<file path="src/rtl/seq_detect_param.sv">
// Serial bit-pattern detector with a runtime-loadable pattern and don't-care mask.
// Supports overlapping and non-overlapping matches and keeps a saturating match counter.
module seq_detect_param #(
  parameter int PAT_W = 4,
  parameter int CNT_W = 8
) (
  input  logic             clock,
  input  logic             reset,
  input  logic             bit_in,
  input  logic             bit_valid,
  input  logic             pat_load,
  input  logic [PAT_W-1:0] pat_in,
  input  logic [PAT_W-1:0] pat_mask,
  input  logic             overlap_en,
  input  logic             count_clr,
  output logic             armed,
  output logic             outFlag,
  output logic [CNT_W-1:0] match_count,
  output logic             count_sat
);

  localparam int FILL_W = $clog2(PAT_W + 1);

  typedef enum logic [1:0] {
    IDLE = 2'd0,
    FILL = 2'd1,
    HUNT = 2'd2
  } state_t;

  state_t             state_q;
  logic [PAT_W-1:0]   window_q;
  logic [PAT_W-1:0]   pattern_q;
  logic [PAT_W-1:0]   mask_q;
  logic [FILL_W-1:0]  fill_q;
  logic               out_flag_q;
  logic [CNT_W-1:0]   count_q;
  logic               count_sat_q;

  logic [PAT_W-1:0]   window_d;
  logic [CNT_W-1:0]   count_d;
  logic               shift_en;
  logic               full_d;
  logic               match_d;

  // A load takes precedence over the bit presented in the same cycle.
  assign window_d = {window_q[PAT_W-2:0], bit_in};
  assign shift_en = bit_valid && !pat_load && (state_q != IDLE);
  assign full_d   = (state_q == HUNT) || (fill_q == FILL_W'(PAT_W - 1));
  assign match_d  = shift_en && full_d &&
                    ((~(window_d ^ pattern_q) & mask_q) == mask_q);

  always_comb begin
    count_d = count_q;
    if (count_clr) begin
      count_d = '0;
    end else if (match_d && (count_q != {CNT_W{1'b1}})) begin
      count_d = count_q + CNT_W'(1);
    end
  end

  always_ff @(posedge clock) begin
    if (!reset) begin
      state_q     <= IDLE;
      window_q    <= '0;
      fill_q      <= '0;
      pattern_q   <= '0;
      mask_q      <= '0;
      out_flag_q  <= 1'b0;
      count_q     <= '0;
      count_sat_q <= 1'b0;
    end else begin
      out_flag_q  <= match_d;
      count_q     <= count_d;
      count_sat_q <= &count_d;
      if (pat_load) begin
        pattern_q <= pat_in;
        mask_q    <= pat_mask;
        window_q  <= '0;
        fill_q    <= '0;
        state_q   <= FILL;
      end else if (shift_en) begin
        window_q <= window_d;
        if (match_d && !overlap_en) begin
          // Non-overlapping: demand a completely fresh pattern's worth of bits.
          state_q <= FILL;
          fill_q  <= '0;
        end else if (state_q == FILL) begin
          fill_q <= fill_q + FILL_W'(1);
          if (full_d) begin
            state_q <= HUNT;
          end
        end
      end
    end
  end

  assign armed       = (state_q != IDLE);
  assign outFlag     = out_flag_q;
  assign match_count = count_q;
  assign count_sat   = count_sat_q;

endmodule

</file>
<file path="config.mk">
export PLATFORM = sky130hd
export DESIGN_NAME = seq_detect_param
export DESIGN_NICKNAME = d
export VERILOG_FILES = /design/src/rtl/seq_detect_param.sv
export SDC_FILE = /design/constraint.sdc
export NUM_CORES = 1
export LEC_CHECK = 0
export CAP_MARGIN = 30
export CORE_MARGIN = 2
export CORE_UTILIZATION = 54
export DETAILED_ROUTE_END_ITERATION = 10
export PLACE_DENSITY_LB_ADDON = 0.2
export REMOVE_ABC_BUFFERS = 1
export SKIP_LAST_GASP = 1
export SYNTH_ARGS = -nofsm -noshare
export SYNTH_HDL_FRONTEND = slang
export SYNTH_SLANG_ARGS = --single-unit
</file>
<file path="constraint.sdc">
create_clock -name clock -period 4.45 [get_ports clock]
set_input_delay 0.89 -clock clock [delete_from_list [all_inputs] [get_ports clock]]
set_output_delay 0.89 -clock clock [all_outputs]
set_load 0.02 [all_outputs]
</file>
==> reports/metrics.csv, run 1 <==
stage,metric,value,unit
clock_network,Clock Latency Late Sink,0.33,ns
clock_network,clk slew on worst S/H paths,0.15,ns
final_layout,"most common cell after layout, fill and taps aside",dfxtp_1,
final_layout,nets,182,
logic_synthesis,Synthesis Warnings,0,
route,DRT Pass-1 Iters,4,
route,vias post-DR,1097,
clock_network,count of hold-fix buffers inserted at cts,0,
route,Iteration-0 DRC Markers,34,
route,ANT nets after route,0,
place,final estimated routing congestion in global placement,0.8516,
timing,Final Max Slew Viols,0,
logic_synthesis,Mapped Area,1328,µm²
pwr,static leakage,0.6505,nW
floorplanning,CORE AREA,2276,µm²
hold_path,Hold Path Class,reg2reg,
final_layout,n_diodes,0,
place,post-place setup slack,1.252,ns
floorplanning,std cell rows,17,
critical_path,Setup CP Type,in2reg,
timing,"Setup violations, final",0,
logic_synthesis,post-synthesis sequential area ratio,39.21,%
clock_network,H-tree Lvls,1,
logic_synthesis,ys async rst share,0,%
flow_run,max-cap violations,0,
clock_network,CTS max path bufs,2,
clock_network,TritonCTS clock tree,built,
critical_path,R2R setup slack,2.25,ns
final_layout,post-layout util,71.58,%
run_status,outcome,"complete, no violations",
place,post-detail-place hpwl,1888,µm
clock_network,Num CTS Buffers,3,
timing,Tightest Pin Transition,0.6138,ns
final_layout,fill count,190,
final_layout,final instance area,1629,µm²
critical_path,Crit Path Max Fanout,13,
timing,Max Clk Rate,351.3,MHz
logic_synthesis,"FF+latch count, synth",26,
global_routing,gr ovfl total,0,
clock_network,root buf cell,clkbuf_4,
global_routing,largest net degree at the start of global routing,16,
timing,max_slew headroom,58.95,%
critical_path,CP endpoint kind,register,
timing,final setup TNS,0,ns
final_layout,Area Overhead vs Synth,22.71,%
timing,Hold WS,0.4910,ns
clock_network,Post-CTS Setup Bufs,0,
timing,fin crit share,63.96,%
logic_synthesis,Syn Area/Cell,9.482,µm²
floorplanning,Die W,53.58,µm
timing,final hold vios,0,
route,post-DR vias/cell,5.743,
critical_path,worst path required time,4.69,ns
floorplanning,initial core utilization,58.33,%
route,total wire length,2514,µm
logic_synthesis,Synth cell types,41,
route,DRC Markers,0,
timing,Final min period,2.846,ns
logic_synthesis,"Top FF cell, synth",dfxtp_1,
pwr,P per Cell Area,276.6,nW/µm²
clock_network,Sinks on Clock Net,26,
critical_path,crit path DAT,3.09,ns
floorplanning,Die Ht,53.58,µm
global_routing,initial antenna violation count,0,
global_routing,All-Layer GR Usage,21.06,%
clock_network,PostCTS Resize Cnt,0,
place,Port Buffers,25,
timing,Fin Clk Skew,0.008318,ns
pwr,VDD IR max,0.0002403,V
floorplanning,IO Count,26,
final_layout,layout cell share with drive strength beyond 1,6.748,%
logic_synthesis,cells after synthesis,140,
global_routing,vias in the first global route,1015,
global_routing,first-pass GRT wire length,4367,µm
timing,setup ws final,1.604,ns
critical_path,Startpoint Class,primary input,
timing,unrepaired setup endpoints after global routing,no,
logic_synthesis,Post-synth EDFFs,0,
route,Wirelength per Cell,13.16,µm
floorplanning,die area,2871,µm²
final_layout,most frequent cells in the layout,"26 x dfxtp_1, 25 x clkdlybuf4s50_1, 16 x nor2_1, 13 x mux2i_1, 10 x nor2b_1",
place,Post-DP Area,1577,µm²
==> worst max-delay path, stage by stage <==
cell,delay (ns)
clkdlybuf4s50_1,0.73
nand2b_1,0.35
a211oi_4,0.41
nand3_4,0.16
o21bai_1,0.20
a2111oi_2,0.35
==> worst paths after layout <==
path                                 end              startpoint  depth (start not counted)
hold reg to reg   fill_q[1]$_SDFFE_PP0P_  fill_q[1]$_SDFFE_PP0P_                          2
setup reg to reg    count_sat$_SDFF_PN0_  fill_q[0]$_SDFFE_PP0P_                          7
setup / recovery    count_sat$_SDFF_PN0_                pat_load                          6
hold / removal    fill_q[1]$_SDFFE_PP0P_  fill_q[1]$_SDFFE_PP0P_                          2
==> logic make-up after synthesis <==
kind of cell	Yosys count	share of synthesized area (%)
multiplexers	14	10.84
buffers and inverters	11	4.429
XOR/XNOR	10	7.164
AND/OR/NAND/NOR	62	26.20
flip-flops	26	39.21
adder cells (fa/ha/maj)	3	2.828
AO/OA/AOI/OAI	14	9.332
==> per-layer routing <==
| metal | global-route usage (%) | vias up | part of all wire [%] |
|---|---|---|---|
| met3 | 5.833 | 2 | 4.6 |
| met1 | 26.69 | 522 | 46 |
| met4 | 5.128 | 0 | 0.68 |
| li1 | - | 543 | - |
| met5 | 0 | - | 0 |
| met2 | 35.39 | 30 | 49 |
==> metrics by stage <==
step | instances | power (mW)
6_report | 191 | 0.4506
5_1_grt | 191 | 0.4698
4_1_cts | 191 | 0.4542
3_5_place_dp | 187 | 0.2918
3_3_place_gp | 187 | 0.2909
2_1_floorplan | 133 | 0.2692
==> synthesized netlist by cell type, types with 2 or more instances <==
library cell / count / area [µm²]
nand3_1: 5 / 25.02
buf_2: 2 / 10.01
buf_1: 2 / 7.510
and3_1: 2 / 12.51
dfxtp_1: 26 / 520.5
nor2_1: 16 / 60.06
a21oi_1: 2 / 10.01
nand4_1: 8 / 50.05
buf_6: 2 / 22.52
inv_1: 4 / 15.01
nor2b_1: 10 / 62.56
nand2b_1: 3 / 18.77
ha_1: 3 / 37.54
xor2_1: 9 / 78.83
nor3_1: 2 / 10.01
mux2i_1: 13 / 130.1
nand2_1: 7 / 26.28
==> registers in the layout (all words and copies together), names as in the netlist <==
register and flops:
window_q 3, fill_q 3, mask_q 4, state_q 2, pattern_q 4, outFlag 1
match_count 8, count_sat 1
==> cell type report <==
type	instances	area, µm²	share of cell area (%)
clock buffers	3	22.52	1.382
well taps	28	35.03	2.151
repair buffers	26	257.7	15.82
flip-flops and latches	26	520.5	31.95
multi-input cells	103	748.2	45.93
inverters	4	15.01	0.9217
clock inverters	1	30.03	1.843
==> power breakdown <==
group | leakage [nW] | internal (mW) | switching, mW | total [mW]
registers | 0.211 | 0.238 | 0.00482 | 0.243
logic | 0.411 | 0.0248 | 0.0187 | 0.0435
clock network | 0.0279 | 0.0911 | 0.0729 | 0.164
total | 0.651 | 0.354 | 0.0964 | 0.451
No activity file was read; power rests on OpenSTA's default activity.
==> run 2, diff against run 1 <==
--- a/config.mk
+++ b/config.mk
@@ -7,7 +7,7 @@
 export LEC_CHECK = 0
 export CAP_MARGIN = 30
 export CORE_MARGIN = 2
-export CORE_UTILIZATION = 54
+export CORE_UTILIZATION = 45
 export DETAILED_ROUTE_END_ITERATION = 10
 export PLACE_DENSITY_LB_ADDON = 0.2
 export REMOVE_ABC_BUFFERS = 1
==> constraint.sdc (replaced) <==
create_clock -name clock -period 2.4 [get_ports clock]
set_input_delay 0.48 -clock clock [delete_from_list [all_inputs] [get_ports clock]]
set_output_delay 0.48 -clock clock [all_outputs]
set_load 0.02 [all_outputs]
==> run 2 against run 1 <==
First-iteration DRC count increased by 85%. Non-clock buffer count grew 6. Critical path depth up 1. Largest power group unchanged. Clock power is 35% higher. Cell count grew 4.7%. Die area up 18%. Total power up 68%.
==> reports/metrics.csv, run 2 (synthesis results as in run 1) <==
stage,metric,value,unit,change
pwr,Clk pwr share,29.3,%,-7.1 points
pwr,switching fraction of total power,23.11,%,+1.7 points
clock_network,Num CTS Buffers,3,,unchanged
clock_network,CTS max path bufs,2,,unchanged
critical_path,R2R setup slack,0.27,ns,-1.98 ns
final_layout,most frequent cells in the layout,"26 x dfxtp_1, 25 x clkdlybuf4s50_1, 16 x nor2_1, 13 x mux2i_1, 10 x nor2b_1",,
pwr,cell-internal power,0.5836,mW,+65%
route,Iteration-0 DRC Markers,63,,+85%
hold_path,hold_sp,fill_q[1]$_SDFFE_PP0P_,,
clock_network,TritonCTS clock tree,built,,
critical_path,Reg2Reg Depth,7,,unchanged
timing,Final min period,2.126,ns,
critical_path,most frequent CP cell,ha_1,,
final_layout,"most common cell after layout, fill and taps aside",dfxtp_1,,
critical_path,reg2reg end,count_sat$_SDFF_PN0_,,
route,vias post-DR,1100,,+0.27%
clock_network,count of hold-fix buffers inserted at cts,0,,unchanged
floorplanning,die area,3401,µm²,+18%
route,Wirelength per Cell,13.13,µm,-0.25%
place,post-detail-place hpwl,2022,µm,+7.1%
final_layout,FF+latch area,520.5,µm²,unchanged
critical_path,Startpoint Class,register,,
pwr,P per Cell Area,456.8,nW/µm²,+65%
timing,final setup TNS,0,ns,unchanged
clock_network,Clock Latency Late Sink,0.32,ns,about the same
hold_path,Hold Path Class,reg2reg,,
hold_path,Min-Delay Path Depth,2,,unchanged
global_routing,gr ovfl total,0,,unchanged
critical_path,Crit Path Max Fanout,7,,-6
global_routing,All-Layer GR Usage,17.20,%,-3.9 points
hold_path,Worst Hold End,fill_q[1]$_SDFFE_PP0P_,,
pwr,VDD IR max,0.0003642,V,+52%
route,DRT Pass-1 Iters,4,,unchanged
pwr,Seq pwr share,59.5,%,+5.6 points
final_layout,nets,188,,+3.3%
final_layout,n_diodes,0,,unchanged
timing,unrepaired setup endpoints after global routing,no,,
place,final estimated routing congestion in global placement,0.8568,,+0.61%
final_layout,Area Overhead vs Synth,25.16,%,
floorplanning,Die W,58.32,µm,+8.8%
final_layout,area of the multi-input gates,748.2,µm²,unchanged
clock_network,Sinks on Clock Net,26,,unchanged
pwr,combinational share of power,11.2,%,+1.5 points
global_routing,first-pass GRT wire length,4581,µm,+4.9%
critical_path,cell family with most CP delay,compound AO/OA/AOI/OAI gates,,
floorplanning,IO Count,26,,unchanged
final_layout,fill count,240,,+26%
route,post-DR vias/cell,5.500,,-4.2%
clock_network,clk slew on worst S/H paths,0.14,ns,about the same
clock_network,H-tree Lvls,1,,unchanged
timing,Fin Clk Skew,0.003305,ns,-0.005013 ns
route,total wire length,2626,µm,+4.5%
place,Port Buffers,25,,unchanged
global_routing,vias in the first global route,1091,,+7.5%
flow_run,max-cap violations,0,,unchanged
critical_path,RR Startpoint,fill_q[0]$_SDFFE_PP0P_,,
timing,Max Clk Rate,470.3,MHz,
route,DRC Markers,0,,unchanged
clock_network,root buf cell,clkbuf_4,,
floorplanning,CORE AREA,2781,µm²,+22%
pwr,Sw Pwr,0.1754,mW,+82%
run_status,outcome,"complete, no violations",,
timing,"Setup violations, final",0,,unchanged
critical_path,CP max stage cell,dfxtp_1,,
timing,fin crit share,88.60,%,
floorplanning,Die Ht,58.32,µm,+8.8%
clock_network,PostCTS Resize Cnt,0,,unchanged
critical_path,Setup CP Type,reg2reg,,
critical_path,worst path required time,2.63,ns,-2.06 ns
pwr,static leakage,0.6728,nW,+3.4%
final_layout,layout cell share with drive strength beyond 1,10.06,%,+3.3 points
timing,Tightest Pin Transition,0.3802,ns,-0.2336 ns
critical_path,CP endpoint kind,register,,
floorplanning,std cell rows,19,,+2
clock_network,Post-CTS Setup Bufs,0,,unchanged
timing,Final Max Slew Viols,0,,unchanged
critical_path,CP Cell Sequence,"ha_1, ha_1, mux2i_2, a211oi_4, nand4_1, mux2i_1, a2111oi_2",,
timing,final hold vios,0,,unchanged
global_routing,initial antenna violation count,0,,unchanged
global_routing,largest net degree at the start of global routing,15,,-1
critical_path,crit path DAT,2.35,ns,-0.74 ns
critical_path,CP max stage delay,0.46,ns,-0.27 ns
timing,Hold WS,0.4908,ns,-0.0001950 ns
timing,max_slew headroom,74.57,%,+16 points
floorplanning,initial core utilization,47.73,%,-11 points
final_layout,max reg flops,8,,unchanged
route,ANT nets after route,0,,unchanged
critical_path,worst path buffer plus inverter count,0,,-1
[run 2: cell types whose count changed in the layout (fill, tap and decap cells not counted)]
cell       change
buf_4          +6
bufinv_16      -1
clkbuf_8       +1
[run 2: metal layers]
| metal | GRT usage [%] | wire length [µm] |
|---|---|---|
| met1 | 23.30 | 1256 |
| met2 | 27.93 | 1221 |
| met3 | 2.637 | 108 |
| met4 | 5.980 | 39 |
| met5 | 0 | 0 |
[run 2: how the worst max path moves through the flow]
stage,start,to,cells past startpoint
3_3_place_gp,bit_in,count_sat$_SDFF_PN0_,7
6_report,fill_q[0]$_SDFFE_PP0P_,count_sat$_SDFF_PN0_,7
3_5_place_dp,bit_in,count_sat$_SDFF_PN0_,7
2_1_floorplan,bit_in,count_sat$_SDFF_PN0_,5
4_1_cts,fill_q[0]$_SDFFE_PP0P_,count_sat$_SDFF_PN0_,7
5_1_grt,fill_q[0]$_SDFFE_PP0P_,count_sat$_SDFF_PN0_,7
[run 2: cell type report]
class | instances | area share [%]
clock buffers | 4 | 2.184
inverters | 4 | 0.9036
multi-input cells | 103 | 45.03
flip-flops and latches | 26 | 31.33
well taps | 31 | 2.334
repair buffers | 32 | 18.22
[run 2: power by group through the flow]
stage / Sequential [mW] / Clock [mW] / Combinational, mW
after global placement: 0.461 / 0 / 0.0837
after CTS: 0.451 / 0.229 / 0.0856
after detailed placement: 0.461 / 0 / 0.0853
after floorplan: 0.458 / 0 / 0.0408
after global routing: 0.453 / 0.249 / 0.0929
final: 0.452 / 0.222 / 0.0848
[run 2: metrics by stage]
stage	cells	total power [mW]	util, %	setup slack [ns]	cell area [µm²]
final	200	0.7590	59.74	0.2735	1662
after global routing	200	0.7955	59.74	0.06542	1662
after CTS	200	0.7656	59.74	0.2721	1662
after detailed placement	196	0.5462	58.43	0.04070	1625
after global placement	196	0.5444	58.43	0.06747	1625
after floorplan	133	0.4991	-	0.1057	1284
[run 2: worst reg2reg max path: cells and delay by family (launching register included)]
family          cells  cell delay, ns
simple gates        1            0.17
mux                 2            0.29
compound gates      2            0.72
fa+ha+maj           2            0.40
flops               1            0.46
